### config.mk
export PLATFORM = sky130hd
export DESIGN_NAME = result_drain
export DESIGN_NICKNAME = d
export VERILOG_FILES = /design/src/rtl/result_drain.sv
export SDC_FILE = /design/constraint.sdc
export NUM_CORES = 1
export LEC_CHECK = 0
export CELL_PAD_IN_SITES_DETAIL_PLACEMENT = 0
export CELL_PAD_IN_SITES_GLOBAL_PLACEMENT = 1
export CORE_MARGIN = 2
export CORE_UTILIZATION = 41
export DETAILED_ROUTE_END_ITERATION = 10
export HOLD_SLACK_MARGIN = 0.1
export PLACE_DENSITY = 0.78
export SKIP_CTS_REPAIR_TIMING = 1
export SYNTH_ARGS = -nofsm -noshare
export SYNTH_HDL_FRONTEND = slang
export SYNTH_SLANG_ARGS = --single-unit
export TNS_END_PERCENT = 10
### constraint.sdc
create_clock -name clk -period 4.2 [get_ports clk]
set_input_delay 1.26 -clock clk [delete_from_list [all_inputs] [get_ports clk]]
set_output_delay 1.26 -clock clk [all_outputs]
set_load 0.02 [all_outputs]
### src/rtl/result_drain.sv
// result_drain: streams the C result memory out over valid/ready once the multiply reports done.
// Ports: clk; rst (async, active-low); start pulse -> busy until last accept, drain_done pulse;
// mem_addr/mem_nce/mem_wen/mem_do drive the C-memory read port (1-cycle read latency);
// out_data/out_valid/out_ready/out_last form the output stream.
// Optional: define RESULT_DRAIN_CHECKSUM_EN to add checksum[31:0], the sum of all streamed words.
module result_drain #(
  parameter int DW = 21,
  parameter int AW = 10,
  parameter int N_WORDS = 1024
) (
  input  logic          clk,
  input  logic          rst,
  input  logic          start,
  output logic          busy,
  output logic          drain_done,
  output logic [AW-1:0] mem_addr,
  output logic          mem_nce,
  output logic          mem_wen,
  input  logic [DW-1:0] mem_do,
  output logic [DW-1:0] out_data,
  output logic          out_valid,
  input  logic          out_ready,
  output logic          out_last
`ifdef RESULT_DRAIN_CHECKSUM_EN
  ,
  output logic [31:0]   checksum
`endif
);
  localparam logic [1:0] IDLE = 2'd0, STREAM = 2'd1, DONE = 2'd2;
  localparam logic [AW:0] END_A = (AW+1)'(N_WORDS);
  localparam logic [AW:0] LAST_A = (AW+1)'(N_WORDS - 1);
  logic [1:0] state, occ, wr_idx;
  logic [AW:0] rd_addr;
  logic in_flight, in_flight_last, go, pop, issue;
  logic [DW-1:0] d0, d1;
  logic l0, l1;
  // the read is issued in the start cycle itself so the first word is visible two cycles later;
  // the word leaving the buffer this cycle frees its slot, which keeps the stream bubble-free
  assign go = state == IDLE && start;
  assign pop = out_valid && out_ready;
  assign issue = (go || state == STREAM) && rd_addr != END_A &&
                 ({1'b0, occ} + {2'b0, in_flight} - {2'b0, pop}) < 3'd2;
  assign wr_idx = occ - {1'b0, pop};
  assign mem_nce = !issue;
  assign mem_wen = 1'b1;
  assign mem_addr = rd_addr[AW-1:0];
  assign busy = state == STREAM;
  assign drain_done = state == DONE;
  assign out_valid = occ != 2'd0;
  assign out_data = d0;
  assign out_last = l0 && out_valid;
  always_ff @(posedge clk or negedge rst) begin
    if (!rst) begin
      state <= IDLE;
      rd_addr <= '0;
      in_flight <= 1'b0;
      in_flight_last <= 1'b0;
      occ <= 2'd0;
      d0 <= '0;
      d1 <= '0;
      l0 <= 1'b0;
      l1 <= 1'b0;
    end else begin
      in_flight <= issue;
      in_flight_last <= issue && rd_addr == LAST_A;
      rd_addr <= state == DONE ? '0 : rd_addr + (AW+1)'(issue);
      state <= go ? STREAM : (state == STREAM && pop && l0) ? DONE : state == DONE ? IDLE : state;
      occ <= occ + {1'b0, in_flight} - {1'b0, pop};
      if (pop) begin
        d0 <= d1;
        l0 <= l1;
      end
      if (in_flight && wr_idx == 2'd0) begin
        d0 <= mem_do;
        l0 <= in_flight_last;
      end
      if (in_flight && wr_idx == 2'd1) begin
        d1 <= mem_do;
        l1 <= in_flight_last;
      end
    end
  end
`ifdef RESULT_DRAIN_CHECKSUM_EN
  always_ff @(posedge clk or negedge rst) begin
    if (!rst) checksum <= '0;
    else if (go) checksum <= '0;
    else if (pop) checksum <= checksum + 32'(out_data);
  end
`endif
endmodule

Word-level counts from Yosys, hierarchy flattened
Index checks and enable logic that the tools add are counted.
- memory bits (read-only): 0
- bits of input ports: 25
- output and inout bits: 37
- latch bits: 0
- memories kept: 0
- word-level logic and storage cells: 46
- register bits: 61
- bits in writable memories: 0
- multipliers: 0
- reductions and logical operators: 17
- bitwise operators: 0
- order comparisons: 1
- add/sub/neg operators: 6
- shift-type cells: 0
- muxes and demuxes: 8
- equal/unequal tests: 5
- divide/modulo/power cells: 0
- operators by type and width (operator ; number):
    2-to-1 mux 21 bit ; 2
    adder 11 x 1 -> 11 bit ; 1
    equality test 11 x 10 -> 1 bit (second input constant) ; 1
    2-to-1 mux 11 bit ; 1
    inequality test 11 bit (second input constant) ; 1
    logical AND 1 bit ; 10
    2-to-1 mux 2 bit ; 3
    equality test 2 x 1 -> 1 bit (second input constant) ; 2
    logical NOT 2 bit ; 2
    nonzero test 2 bit ; 2
    subtractor 2 x 1 -> 2 bit ; 2
    adder 2 x 1 -> 3 bit ; 1
    < comparator 3 x 2 -> 1 bit (second input constant) ; 1
    nonzero test 3 bit ; 1
    subtractor 3 x 1 -> 3 bit ; 1
    adder 2 x 1 -> 2 bit ; 1
    equality test 2 bit (second input constant) ; 1
    2-to-1 mux 1 bit ; 2
    logical NOT 1 bit ; 1
    logical OR 1 bit ; 1

Depth between registers and ports, before layout
Gate-level depths: netlist (run 1).
- depth in word-level cells: 7
- gate-level depth with buffers: 14
- mapped depth without buffers: 13

Worst setup path after synthesis (run 1)
No wires, ideal clock.
- path type: input port to output port
- start point: input port out_ready
- end point: output port mem_nce
- data arrival time: 2.897 ns
- setup slack: 0.043 ns
- cell stages on the path: 9
- path buffers: 1
- data required time: 2.940 ns
- cell sequence: o21ai_2 buf_6 or2_2 nand2_1 ha_1 fa_1 nor2_1 o21ai_0 nand3b_1
- longest elaborated chain between the ends: 5
- RTL lines (element ; RTL line ; RTL):
    start, declared ; 22 ; input logic out_ready,
    logical AND 1 bit ; 40 ; assign pop = out_valid && out_ready;
    subtractor 3 x 1 -> 3 bit ; 42 ; ({1'b0, occ} + {2'b0, in_flight} - {2'b0, pop}) < 3'd2;
    < comparator 3 x 2 -> 1 bit ; 42 ;
    logical AND 1 bit ; 41 ; assign issue = (go || state == STREAM) && rd_addr != END_A &&
    logical NOT 1 bit ; 44 ; assign mem_nce = !issue;
    end, declared ; 17 ; output logic mem_nce,
Every way passes these cells.

Worst setup path after layout (run 1)
Same ends and word-level chain as after synthesis.

==> impl_results.md, run 1 <==
- Max frequency: 244.3 MHz
- #FFs+latches synth: 61
- Area Growth Syn to Fin: 30.06%
- Io pins: 62
- Post-synth EDFFs: 0
- Hold path endpoint: l1
- Die ar.: 0.007881 mm2
- Nets: 317
- Clk Latency, worst-skew pair: 330 ps
- Final worst path period share: 97.48%
- Die X: 88.78 um
- Combinational share of power: 47.3%
- Grt ovf: 0
- Initial antenna violation count: 0
- Leak Pwr: 1.688 nW
- Final Hold Vio Count: 0
- Int Pwr: 1.938 mW
- Clock network fraction of design power: 17.1%
- Max clock buf depth: 2
- Max VDD drop: 0.3555 mV
- CTS buffer count: 9
- Fin crit period: 4094 ps
- Number of port buffers: 60
- CTS tree: built
- Cell with the most instances after synthesis: dfrtp_1
- Ys Warns: 0
- Area of the mapped netlist: 0.002947 mm2
- Pwr Density: 750.1 mW/mm2
- Sequential share of the synthesized area: 51.80%
- Total number of vias: 1911
- Clk_skew: 10.88 ps
- Commonest cells post-synth: dfrtp_1, mux2_2, mux2_1, mux2_4, buf_4
- Vias per inst: 4.951
- Drt total wl: 5509 um
- Syn_nets: 249
- Area leader, netlist: dfrtp_1
- R2R Setup Slk: 1070 ps
- Drt pass-1 iters: 4
- Critical path launch point type: input pin
- Detailed Route Iter0 Violations: 19
- RD Place Congestion: 0.7723
- # DRC: 0
- Sw Ratio: 32.57%
- Clk pin slew, worst setup/hold paths: 50 ps
- Post-synthesis cell count: 219
- Max Cap Viol: 0
- Unrepaired setup endpoints after global routing: false
- Hold path cells: 1
- Post-DR wirelength/cell: 14.27 um
- CTS HTree Levels: 3
- Status: complete, no violations
- Mapped Avg Cell Area: 13.45 um2
- # fillers: 605
- Final Non-Filler Cells: 386
- Die Y: 88.78 um
- Layout cell share with drive strength beyond 1: 27.59%
- CORE AREA: 0.006869 mm2
- First-pass GRT wire length: 9377 um
- Critical path data arrival time: 2830 ps
- Max_slew headroom: 44.89%
- Antenna diodes: 0
- Setup Crit Path Kind: input pin to output port
- Reg2reg start: occ[0]
- CP Max Fanout: 4
- Post-DRT Antenna Nets: 0
- Placed cells: 372
- Worst-margin pin slew: 826.6 ps
- P_sw: 0.9364 mW
- Sequential group share of total power: 35.6%
- Total GRT Usage: 15.64%
- Root Driver: clkbuf_8
- Fraction of registers with async set/reset: 100.0%
- Core Rows: 30
- Reg area: 0.001526 mm2
- Area of the multi-input gates: 0.001286 mm2
- Crit end category: output port
- Final setup viols: 0
- R2R cell count: 14
- Min-Delay Path Class: flip-flop to flip-flop
- Final Max Slew Viols: 0
- Hold Path Origin: in_flight_last
- Dpl hpwl: 3796 um
- Initial Utilization: 42.90%
- R2R Path End: rd_addr[10]
- WP data required: 2940 ps
- Largest net degree at the start of global routing: 38
- Post-synth top flop: dfrtp_1
- Core Util, Final: 55.79%
- Synth top area share: 51.80%
- Number of global-route vias before repair: 2022
- TritonCTS Sinks: 61
- Top post-synthesis cells by area: dfrtp_1, mux2_2, mux2_4
- Synth cell types: 35
==> sequential cells by signal, indices dropped and copies added, names as in the netlist, 2 cells and up <==
signal    count
d1           21
out_data     21
rd_addr      11
occ           2
state         2
==> kinds of logic (layout without fill, tap and decap cells) <==
logic type,after synthesis,in the layout,share of synthesized area [%]
adders and majority gates,5,5,2.378
DFF,61,61,51.80
buffers and inverters,22,93,5.053
and+or+nand+nor,42,42,8.281
AOI/OAI and AO/OA,18,18,3.652
xor gates and xnor gates,4,4,1.189
other,1,1,0.1273
muxes,66,66,27.52
==> how the worst max path moves through the flow <==
stage,from,endpoint,slack (ps),cells past startpoint
final,out_ready,mem_nce,110,10
after global routing,out_ready,mem_nce,3,10
after CTS,out_ready,mem_nce,-800,10
after detailed placement,out_ready,mem_nce,-790,10
after global placement,out_ready,mem_nce,-770,10
after floorplan,out_ready,mem_nce,40,9
==> placed cells by master (no fill, tap or decap), types with 4 or more instances in the layout <==
cell type        instances
mux2_1                  22
mux2_2                  26
nor2_1                   6
clkbuf_8                10
dfrtp_1                 61
clkdlybuf4s50_1         57
nand3_1                  7
inv_1                    4
mux2_4                  18
a21oi_1                  8
buf_4                   15
==> stage by stage <==
stage / hold slack (ps) / TNS [ps] / worst slack (ps) / total power [mW] / instance area, um2
global route: 505.6 / 0 / 2.899 / 3.081 / 3832
global placement: 473.3 / -2165 / -772.3 / 2.367 / 3649
finish: 488.3 / 0 / 106.0 / 2.875 / 3832
CTS: 493.7 / -799.7 / -799.7 / 2.905 / 3829
detailed placement: 481.4 / -2616 / -789.7 / 2.403 / 3649
floorplan: 454.1 / 0 / 42.65 / 1.894 / 2947
==> worst max-delay path: stages <==
cell and delay, ps:
buf_2 110, o21ai_4 70, or2_4 240, nand2_2 60, ha_2 160, fa_1 420
nor2_1 110, o21ai_1 70, nand3b_1 190, buf_6 150
==> cell type report <==
cell class / count / share of cell area, %
Clock buffer: 12 / 3.787
Clock inverter: 2 / 0.9141
Inverter: 4 / 0.3918
Multi-Input combinational cell: 136 / 33.56
Sequential cell: 61 / 39.83
Tap cell: 96 / 3.134
Timing Repair Buffer: 75 / 18.38
==> power by group through the flow <==
stage,Combinational [mW],Clock (mW),Sequential [mW]
after detailed placement,1.37,0,1.04
final,1.36,0.490,1.02
after CTS,1.37,0.506,1.03
after global routing,1.48,0.535,1.06
after floorplan,0.779,0,1.12
after global placement,1.34,0,1.03
==> layer usage <==
layer / share of wire [%] / up-vias / global-route usage, %
li1: - / 907 / -
met5: 0 / - / 0
met1: 45 / 958 / 19.99
met2: 50 / 39 / 25.37
met4: 1.2 / 0 / 7.438
met3: 4.0 / 7 / 3.265
No activity file was read; power rests on OpenSTA's default activity.
==> run 2: changes to the inputs <==
Settings changed: SETUP_SLACK_MARGIN set to 0.1.
==> run 2 against run 1 <==
Non-clock buffer count fell by 2. Clock power is 9.8% higher. First-iteration DRC count up 84%. Clock skew shrank 4.2 ps. Utilization up 0.55 points.
==> impl_results.md, run 2 (synthesis gave the netlist of run 1 again) <==
- Largest net degree at the start of global routing: 36 (was 38)
- Initial antenna violation count: 0 (unchanged)
- Die X: 88.78 um (unchanged)
- Sequential group share of total power: 35.1% (was 35.6%)
- R2R Path End: rd_addr[10] (unchanged)
- Setup TNS: 0 ps (unchanged)
- Core Rows: 30 (unchanged)
- Critical path launch point type: input pin (unchanged)
- Max VDD drop: 0.4465 mV (was 0.3555 mV)
- Setup Crit Path Kind: input pin to output port (unchanged)
- R2R Setup Slk: 1070 ps (about the same)
- Area Growth Syn to Fin: 31.34% (was 30.06%)
- RD Place Congestion: 0.7492 (was 0.7723)
- Most frequent cells in the layout: dfrtp_1, clkdlybuf4s50_1, mux2_2 (unchanged)
- Layout cell share with drive strength beyond 1: 27.93% (was 27.59%)
- Grt ovf: 0 (unchanged)
- Root Driver: clkbuf_8 (unchanged)
- Post-DRT Antenna Nets: 0 (unchanged)
- R2R cell count: 14 (unchanged)
- CTS HTree Levels: 3 (unchanged)
- CORE AREA: 0.006869 mm2 (unchanged)
- Leak Pwr: 1.696 nW (was 1.688 nW)
- Sw Ratio: 32.51% (was 32.57%)
- Max Cap Viol: 0 (unchanged)
- Tot Pwr: 2.919 mW (was 2.875 mW)
- P_sw: 0.9489 mW (was 0.9364 mW)
- Detailed Route Iter0 Violations: 35 (was 19)
- Min-Delay Path Class: flip-flop to flip-flop (unchanged)
- Crit end category: output port (unchanged)
- Clock network fraction of design power: 18.4% (was 17.1%)
- Io pins: 62 (unchanged)
- Die ar.: 0.007881 mm2 (unchanged)
- Pwr Density: 754.3 mW/mm2 (was 750.1 mW/mm2)
- Fin Hold WS: 483.0 ps (was 488.3 ps)
- Total number of vias: 1897 (was 1911)
- Hold path endpoint: l1 (unchanged)
- Dpl hpwl: 3729 um (was 3796 um)
- Hold path cells: 1 (unchanged)
- TritonCTS Sinks: 61 (unchanged)
- Antenna diodes: 0 (unchanged)
- Max_slew headroom: 60.00% (was 44.89%)
- Critical path data arrival time: 2800 ps (was 2830 ps)
- Clk_skew: 6.714 ps (was 10.88 ps)
- Max clock buf depth: 2 (unchanged)
- CTS buffer count: 9 (unchanged)
- Max frequency: 246.5 MHz (was 244.3 MHz)
- Clk pin slew, worst setup/hold paths: 70 ps (was 50 ps)
- Worst-margin pin slew: 600.0 ps (was 826.6 ps)
- CP startpoint: out_ready (unchanged)
- Final Max Slew Viols: 0 (unchanged)
- Post-DR wirelength/cell: 14.11 um (was 14.27 um)
- Die Y: 88.78 um (unchanged)
- Initial Utilization: 42.90% (unchanged)
- # DRC: 0 (unchanged)
- Reg2reg start: occ[0] (unchanged)
- Final setup viols: 0 (unchanged)
- Int Pwr: 1.970 mW (was 1.938 mW)
- WP data required: 2940 ps (about the same)
- Hold Path Origin: in_flight_last (unchanged)
- Total GRT Usage: 14.85% (was 15.64%)
- Number of port buffers: 60 (unchanged)
- Fin crit period: 4057 ps (was 4094 ps)
- Nets: 315 (was 317)
- Clk Latency, worst-skew pair: 330 ps (about the same)
- Vias per inst: 4.915 (was 4.951)
- Unrepaired setup endpoints after global routing: false (unchanged)
- CTS tree: built (unchanged)
- Drt total wl: 5445 um (was 5509 um)
- Number of global-route vias before repair: 1916 (was 2022)
- Final Hold Vio Count: 0 (unchanged)
- CP Max Fanout: 3 (was 4)
- Commonest non-fill, non-tap cell in the layout: dfrtp_1 (unchanged)
- First-pass GRT wire length: 8921 um (was 9377 um)
- Combinational share of power: 46.5% (was 47.3%)
- Status: complete, no violations (unchanged)
- Drt pass-1 iters: 4 (unchanged)
- Final worst path period share: 96.59% (was 97.48%)
## run 2: through the flow
stage	instance area (um2)	instances	utilization [%]	setup WS (ps)
finish	3870	386	56.34	143.2
global route	3870	386	56.34	76.65
CTS	3840	385	55.90	-702.5
detailed placement	3628	369	52.82	-686.9
global placement	3628	369	52.82	-664.8
floorplan	2949	219	-	141.5
## run 2: worst max path at each step
stage	endpoint	slack (ps)
2_1_floorplan	mem_nce	140
3_3_place_gp	mem_nce	-660
3_5_place_dp	mem_nce	-690
4_1_cts	mem_nce	-700
5_1_grt	mem_nce	80
6_report	mem_nce	140
## run 2: layer usage
metal | routed length (um) | track usage (%) | up-vias
met5 | 0 | 0 | -
met4 | 95 | 7.576 | 0
met3 | 223 | 3.358 | 11
met2 | 2640 | 23.54 | 37
met1 | 2487 | 19.09 | 938
li1 | - | - | 911
## run 2: layout make-up
type / instances / area, um2
flip-flops and latches: 61 / 1526
clock buffers: 13 / 168.9
well taps: 96 / 120.1
inverters: 4 / 15.01
fillers: 586 / 2999
repair buffers: 73 / 695.7
clock inverters: 3 / 42.54
multi-input cells: 136 / 1301
## run 2: critical path, cell delays in order
cell and delay, ps:
buf_6 80, o21ai_4 50, or2_4 270, nand2_4 70, ha_4 120, fa_1 430, nor2_1 110, o21ai_1 80
nand3b_1 180, buf_6 150
## run 2: power by group through the flow
stage | Sequential (mW) | Combinational, mW | Clock [mW]
2_1_floorplan | 1.12 | 0.782 | 0
3_3_place_gp | 1.03 | 1.32 | 0
3_5_place_dp | 1.04 | 1.35 | 0
4_1_cts | 1.02 | 1.35 | 0.555
5_1_grt | 1.06 | 1.48 | 0.581
6_report | 1.02 | 1.36 | 0.538
